`src/rtl/ddp_pkg.sv`:
```
// rtl/ddp_pkg.sv - shared types and helpers for the DDP merge scheduler
package ddp_pkg;

  typedef enum logic [1:0] {IDLE, REQ, RTZ} state_t;

  localparam int MAX_IN = 8;

  typedef struct packed {
    logic       valid;
    logic [2:0] idx;
  } pick_t;

  function automatic int idx_w(input int n);
    return (n > 1) ? $clog2(n) : 1;
  endfunction

  // Scans downward so the last hit assigned is the first one after ptr in wrap order.
  function automatic pick_t rr_pick(input logic [MAX_IN-1:0] req, input logic [2:0] ptr,
                                    input int n);
    pick_t      r;
    logic [2:0] i;
    r = '0;
    for (int off = n; off >= 1; off--) begin
      i = 3'((int'(ptr) + off) % n);
      if (req[i]) begin
        r.valid = 1'b1;
        r.idx   = i;
      end
    end
    return r;
  endfunction

endpackage

```
`src/rtl/ddp_sync.sv`:
```
// rtl/ddp_sync.sv - multi-stage synchronizer with asynchronous active-low clear
module ddp_sync #(
  parameter int W      = 1,
  parameter int STAGES = 2
) (
  input  logic         clk,
  input  logic         rst_n,
  input  logic [W-1:0] d,
  output logic [W-1:0] q
);

  logic [W-1:0] stg [STAGES];

  always_ff @(posedge clk or negedge rst_n) begin
    if (!rst_n) begin
      for (int s = 0; s < STAGES; s++) stg[s] <= '0;
    end else begin
      stg[0] <= d;
      for (int s = 1; s < STAGES; s++) stg[s] <= stg[s-1];
    end
  end

  assign q = stg[STAGES-1];

endmodule

```
`src/rtl/ddp_merge_sched.sv`:
```
// rtl/ddp_merge_sched.sv - round-robin N-input 4-phase merge onto one Send/Ack channel
module ddp_merge_sched
  import ddp_pkg::*;
#(
  parameter int NUM_IN      = 4,
  parameter int DATA_W      = 32,
  parameter int SYNC_STAGES = 2,
  parameter int CNT_W       = 16
) (
  input  logic                       CLK,
  input  logic                       MR_n,
  input  logic [NUM_IN-1:0]          Send_in,
  input  logic [NUM_IN*DATA_W-1:0]   Data_in,
  output logic [NUM_IN-1:0]          Ack_out,
  output logic                       Send_out,
  output logic [DATA_W-1:0]          Data_out,
  input  logic                       Ack_in,
  output logic [NUM_IN-1:0]          Grant,
  output logic [idx_w(NUM_IN)-1:0]   Last_grant,
  output logic                       Busy,
  output logic [CNT_W-1:0]           Conflict_cnt
);

  localparam int IDX_W = idx_w(NUM_IN);

  logic [NUM_IN:0]     sync_q;
  logic [NUM_IN-1:0]   req;
  logic                ack;

  state_t              state_q, state_d;
  logic [IDX_W-1:0]    ptr_q, ptr_d, gidx_q, gidx_d, last_d;
  logic                send_d;
  logic [NUM_IN-1:0]   ack_d, grant_d;
  logic [DATA_W-1:0]   data_d;
  logic [CNT_W-1:0]    cnt_d;
  pick_t               pick;

  ddp_sync #(.W(NUM_IN + 1), .STAGES(SYNC_STAGES)) u_sync (
    .clk   (CLK),
    .rst_n (MR_n),
    .d     ({Ack_in, Send_in}),
    .q     (sync_q)
  );

  assign req  = sync_q[NUM_IN-1:0];
  assign ack  = sync_q[NUM_IN];
  assign Busy = (state_q != IDLE);

  always_comb begin
    state_d = state_q;
    ptr_d   = ptr_q;
    gidx_d  = gidx_q;
    last_d  = Last_grant;
    send_d  = Send_out;
    ack_d   = Ack_out;
    grant_d = Grant;
    data_d  = Data_out;
    cnt_d   = Conflict_cnt;
    pick    = rr_pick(MAX_IN'(req), 3'(ptr_q), NUM_IN);
    case (state_q)
      IDLE: begin
        if (pick.valid) begin
          gidx_d  = IDX_W'(pick.idx);
          grant_d = NUM_IN'(1) << pick.idx;
          for (int i = 0; i < NUM_IN; i++)
            if (pick.idx == 3'(i)) data_d = Data_in[i*DATA_W +: DATA_W];
          send_d  = 1'b1;
          state_d = REQ;
          if ($countones(req) > 1 && Conflict_cnt != '1)
            cnt_d = Conflict_cnt + CNT_W'(1);
        end
      end
      // A stale ack on entry counts as the real one; a dropped req here is ignored.
      REQ: begin
        if (ack) begin
          send_d        = 1'b0;
          ack_d[gidx_q] = 1'b1;
          state_d       = RTZ;
        end
      end
      RTZ: begin
        if (!ack && !req[gidx_q]) begin
          ack_d   = '0;
          grant_d = '0;
          last_d  = gidx_q;
          ptr_d   = gidx_q;
          state_d = IDLE;
        end
      end
      default: state_d = IDLE;
    endcase
  end

  always_ff @(posedge CLK or negedge MR_n) begin
    if (!MR_n) begin
      state_q      <= IDLE;
      ptr_q        <= IDX_W'(NUM_IN - 1);
      gidx_q       <= '0;
      Last_grant   <= '0;
      Send_out     <= 1'b0;
      Ack_out      <= '0;
      Grant        <= '0;
      Data_out     <= '0;
      Conflict_cnt <= '0;
    end else begin
      state_q      <= state_d;
      ptr_q        <= ptr_d;
      gidx_q       <= gidx_d;
      Last_grant   <= last_d;
      Send_out     <= send_d;
      Ack_out      <= ack_d;
      Grant        <= grant_d;
      Data_out     <= data_d;
      Conflict_cnt <= cnt_d;
    end
  end

endmodule

```
`config.mk`:
```
export PLATFORM = sky130hd
export DESIGN_NAME = ddp_merge_sched
export DESIGN_NICKNAME = d
export VERILOG_FILES = /design/src/rtl/ddp_pkg.sv /design/src/rtl/ddp_sync.sv /design/src/rtl/ddp_merge_sched.sv
export SDC_FILE = /design/constraint.sdc
export NUM_CORES = 1
export LEC_CHECK = 0
export CAP_MARGIN = 10
export CORE_AREA = 5 5 163 87
export DETAILED_ROUTE_END_ITERATION = 7
export DIE_AREA = 0 0 168 92
export GPL_TIMING_DRIVEN = 0
export HOLD_SLACK_MARGIN = 0.15
export PLACE_DENSITY = 0.68
export SYNTH_ARGS = -nofsm -noshare
export SYNTH_HDL_FRONTEND = slang
export SYNTH_SLANG_ARGS = --single-unit
```
`constraint.sdc`:
```
create_clock -name CLK -period 6.9 [get_ports CLK]
set_clock_uncertainty 0.1 [all_clocks]
set_input_delay 2.07 -clock CLK [delete_from_list [all_inputs] [get_ports CLK]]
set_output_delay 2.07 -clock CLK [all_outputs]
set_load 0.1 [all_outputs]
```
==> flow_metrics.env <==
export IMPL_status="complete, no violations"
export IMPL_dr_first_iter_drc_count=114
export IMPL_placed_cell_area_um2=6470
export IMPL_pwr_share_seq_pct=20.9
export IMPL_grtUsageTotal_pct=17.8
export IMPL_core_rowCount=29
export IMPL_setup_viol_count_final=0
export IMPL_io_pins=195
export IMPL_worstReg2RegStart="u_sync.q[0]"
export IMPL_rrSetupSlack_ps=4470
export IMPL_worstSetupPathType="reg2out"
export IMPL_clockBufferDepth=2
export IMPL_clock_sinks=75
export IMPL_synth_most_common_cell="dfrtp_1"
export IMPL_grt_start_max_net_pins=68
export IMPL_use_met2_pct=30.9
export IMPL_yosys_top_cells_count="dfrtp_1, a211oi_2, nor2_1"
export IMPL_fp_dieW_um=168
export IMPL_p_clk_share_pct=12.6
export IMPL_grtUsageMet3_pct=3.99
export IMPL_port_buffers=194
export IMPL_fin_crit_ps=4240
export IMPL_drive_gt1_share_pct=16.6
export IMPL_gp_congestion=0.851
export IMPL_hold_depth=0
export IMPL_synth_nets=523
export IMPL_grt_antenna_before_repair=0
export IMPL_first_global_vias=4079
export IMPL_cts_resized=0
export IMPL_cts_tree="yes"
export IMPL_htree_num_levels=3
export IMPL_drtPass1Iterations=4
export IMPL_power_density_nw_per_um2=511
export IMPL_drt_wirelength_per_cell_um=17.8
export IMPL_min_path_type="reg2reg"
export IMPL_floorplan_core_area_um2=12400
export IMPL_netlist_area_um2=4290
export IMPL_slew_limit_headroom_pct=31.2
export IMPL_total_power_uw=3440
export IMPL_internal_power_uw=1520
export IMPL_peakVddDrop_uv=322
export IMPL_hpwl_mm=10.7
export IMPL_grt_busiest_layer="met2"
export IMPL_synth_top_cell_area_share_pct=42.6
export IMPL_diodes=0
export IMPL_use_met1_pct=22.4
export IMPL_overflow=0
export IMPL_p_comb_share_pct=66.5
export IMPL_postCtsHoldBufs=0
export IMPL_switchingPower_uw=1920
export IMPL_tightest_slew_ps=1030
export IMPL_ys_seq_elements=75
export IMPL_drcViolationCount=0
export IMPL_post_cts_setup_buffers=0
export IMPL_fin_crit_sh_pct=61.4
export IMPL_rsz0062_at_grt="no"
export IMPL_vias_per_cell=5.01
export IMPL_design_die_area_um2=15500
export IMPL_yosysTopAreaCell="dfrtp_1"
export IMPL_stdcell_area_um2=6740
export IMPL_leakagePower_uw=0.00268
export IMPL_start_kind="flip-flop"
export IMPL_worstHoldStart="u_sync.stg[7]"
export IMPL_postSynthCellCount=386
export IMPL_switching_share_pct=55.9
export IMPL_fmax_ghz=0.236
export IMPL_cp_max_fo=4
export IMPL_ys_flop_type="dfrtp_1"
export IMPL_reg2reg_depth=6
export IMPL_crit_path_end_kind="output port"
export IMPL_n_fill_cell=1148
export IMPL_clkTransAtPathRegs_ps=60
export IMPL_yosysUniqueCellTypes=52
export IMPL_synth_warnings=0
export IMPL_ys_async_sr_fraction_pct=100
export IMPL_grt_pass1_wl_mm=22.2
export IMPL_avgSynthCellArea_um2=11.1
export IMPL_hold_viol_final=0
export IMPL_clk_latency_ps=330
export IMPL_setup_tns_final_ps=0
export IMPL_r2r_end="Conflict_cnt[8]"
export IMPL_root_buffer="clkbuf_16"
export IMPL_worstPathArrival_ps=2070
export IMPL_start_util_pct=34.5
export IMPL_cp_data_required_time_ps=4730
export IMPL_drv_cap=0
export IMPL_place_ws_ps=3000
export IMPL_ys_top_cells_by_area="dfrtp_1, a211oi_2, mux2i_1"
export IMPL_fin_ws_ps=2660
export IMPL_ys_seq_area_share_pct=43.8
export IMPL_wl_mm=13.7
export IMPL_hold_end="u_sync.q[2]"
export IMPL_die_height_um=92
export IMPL_synth_edf_count=0
export IMPL_vias=3844
export IMPL_ant_nets=0
export IMPL_nNetsFinal=729
export IMPL_drv_slew=0
export IMPL_area_delta_synth_final_pct=57.2
export IMPL_cts_made_buffers=9
==> worst max-delay path by stage <==
stage               cells past startpoint            to  slack, ps       start
floorplan                               2          Busy       3670  state_q[0]
global placement                        1  Data_out[28]        880        MR_n
detailed placement                      3          Busy       3000  state_q[0]
CTS                                     3          Busy       2640  state_q[1]
global route                            3          Busy       2520  state_q[0]
finish                                  3          Busy       2660  state_q[1]
==> power by group through the flow <==
stage	Sequential, µW	Clock (µW)	Combinational [µW]
after detailed placement	725	0	2310
after global placement	716	0	2280
final	719	435	2290
after CTS	720	447	2310
after global routing	742	470	2410
after floorplan	1690	0	752
==> logic make-up (layout without fill, tap and decap cells) <==
group	after synthesis	count (layout)	synth area share, %
AOI/OAI and AO/OA	89	89	21.3
muxes	35	35	8.58
adders and majority gates	2	2	0.759
buffers and inverters	35	246	4.81
DFF	75	75	43.8
xor gates and xnor gates	12	12	2.45
and+or+nand+nor	138	138	18.3
==> per-layer routing <==
layer	share of wire (%)	vias to the layer above
met5	0	-
met2	51	87
met3	3.6	22
met1	43	1872
li1	-	1863
met4	2.3	0
==> stage by stage <==
stage | hold WS, ps | cells | utilization [%]
3_3_place_gp | 235 | 750 | 51.8
2_1_floorplan | 231 | 386 | -
4_1_cts | 248 | 767 | 54.2
5_1_grt | 267 | 767 | 54.2
6_report | 248 | 767 | 54.2
3_5_place_dp | 235 | 751 | 52.0
==> layout make-up <==
class	count	area (µm²)	area share, %
Clock inverter	5	40.0	0.594
Sequential cell	75	1880	27.9
Buffer	30	188	2.78
Inverter	5	18.8	0.278
Multi-Input combinational cell	276	2200	32.7
Tap cell	170	213	3.16
Timing Repair Buffer	195	1970	29.2
Clock buffer	11	233	3.45
==> flip-flops by register name, indices dropped and copies added, names as in the netlist <==
name          cells
Data_out         32
Last_grant        2
u_sync.q          5
Grant             4
Ack_out           4
gidx_q            2
ptr_q             2
Conflict_cnt     16
Send_out          1
u_sync.stg        5
state_q           2
==> layout by cell type, fill, tap and decap left out, drive strengths merged, types with 3 or more instances in the layout <==
| master | netlist | layout |
|---|---|---|
| clkbuf | 15 | 26 |
| nor3 | 6 | 6 |
| nor2 | 49 | 49 |
| and3 | 3 | 3 |
| o21ai | 6 | 6 |
| or4 | 3 | 3 |
| buf | 15 | 17 |
| xor2 | 6 | 6 |
| a21oi | 4 | 4 |
| nand3 | 8 | 8 |
| a211oi | 61 | 61 |
| a31oi | 4 | 4 |
| xnor2 | 6 | 6 |
| nand2b | 3 | 3 |
| nand4 | 6 | 6 |
| dfrtp | 73 | 73 |
| mux2 | 4 | 4 |
| inv | 5 | 6 |
| o31ai | 3 | 3 |
| and4 | 30 | 30 |
| clkdlybuf4s50 | 0 | 193 |
| nand2 | 22 | 22 |
| mux2i | 30 | 30 |
| clkinvlp | 0 | 3 |
==> critical path: stages (launching register included) <==
cell	delay, ps
dfrtp_1	410
nor2_1	270
inv_1	80
clkdlybuf4s50_1	980
Power figures use the tool's default switching activity.
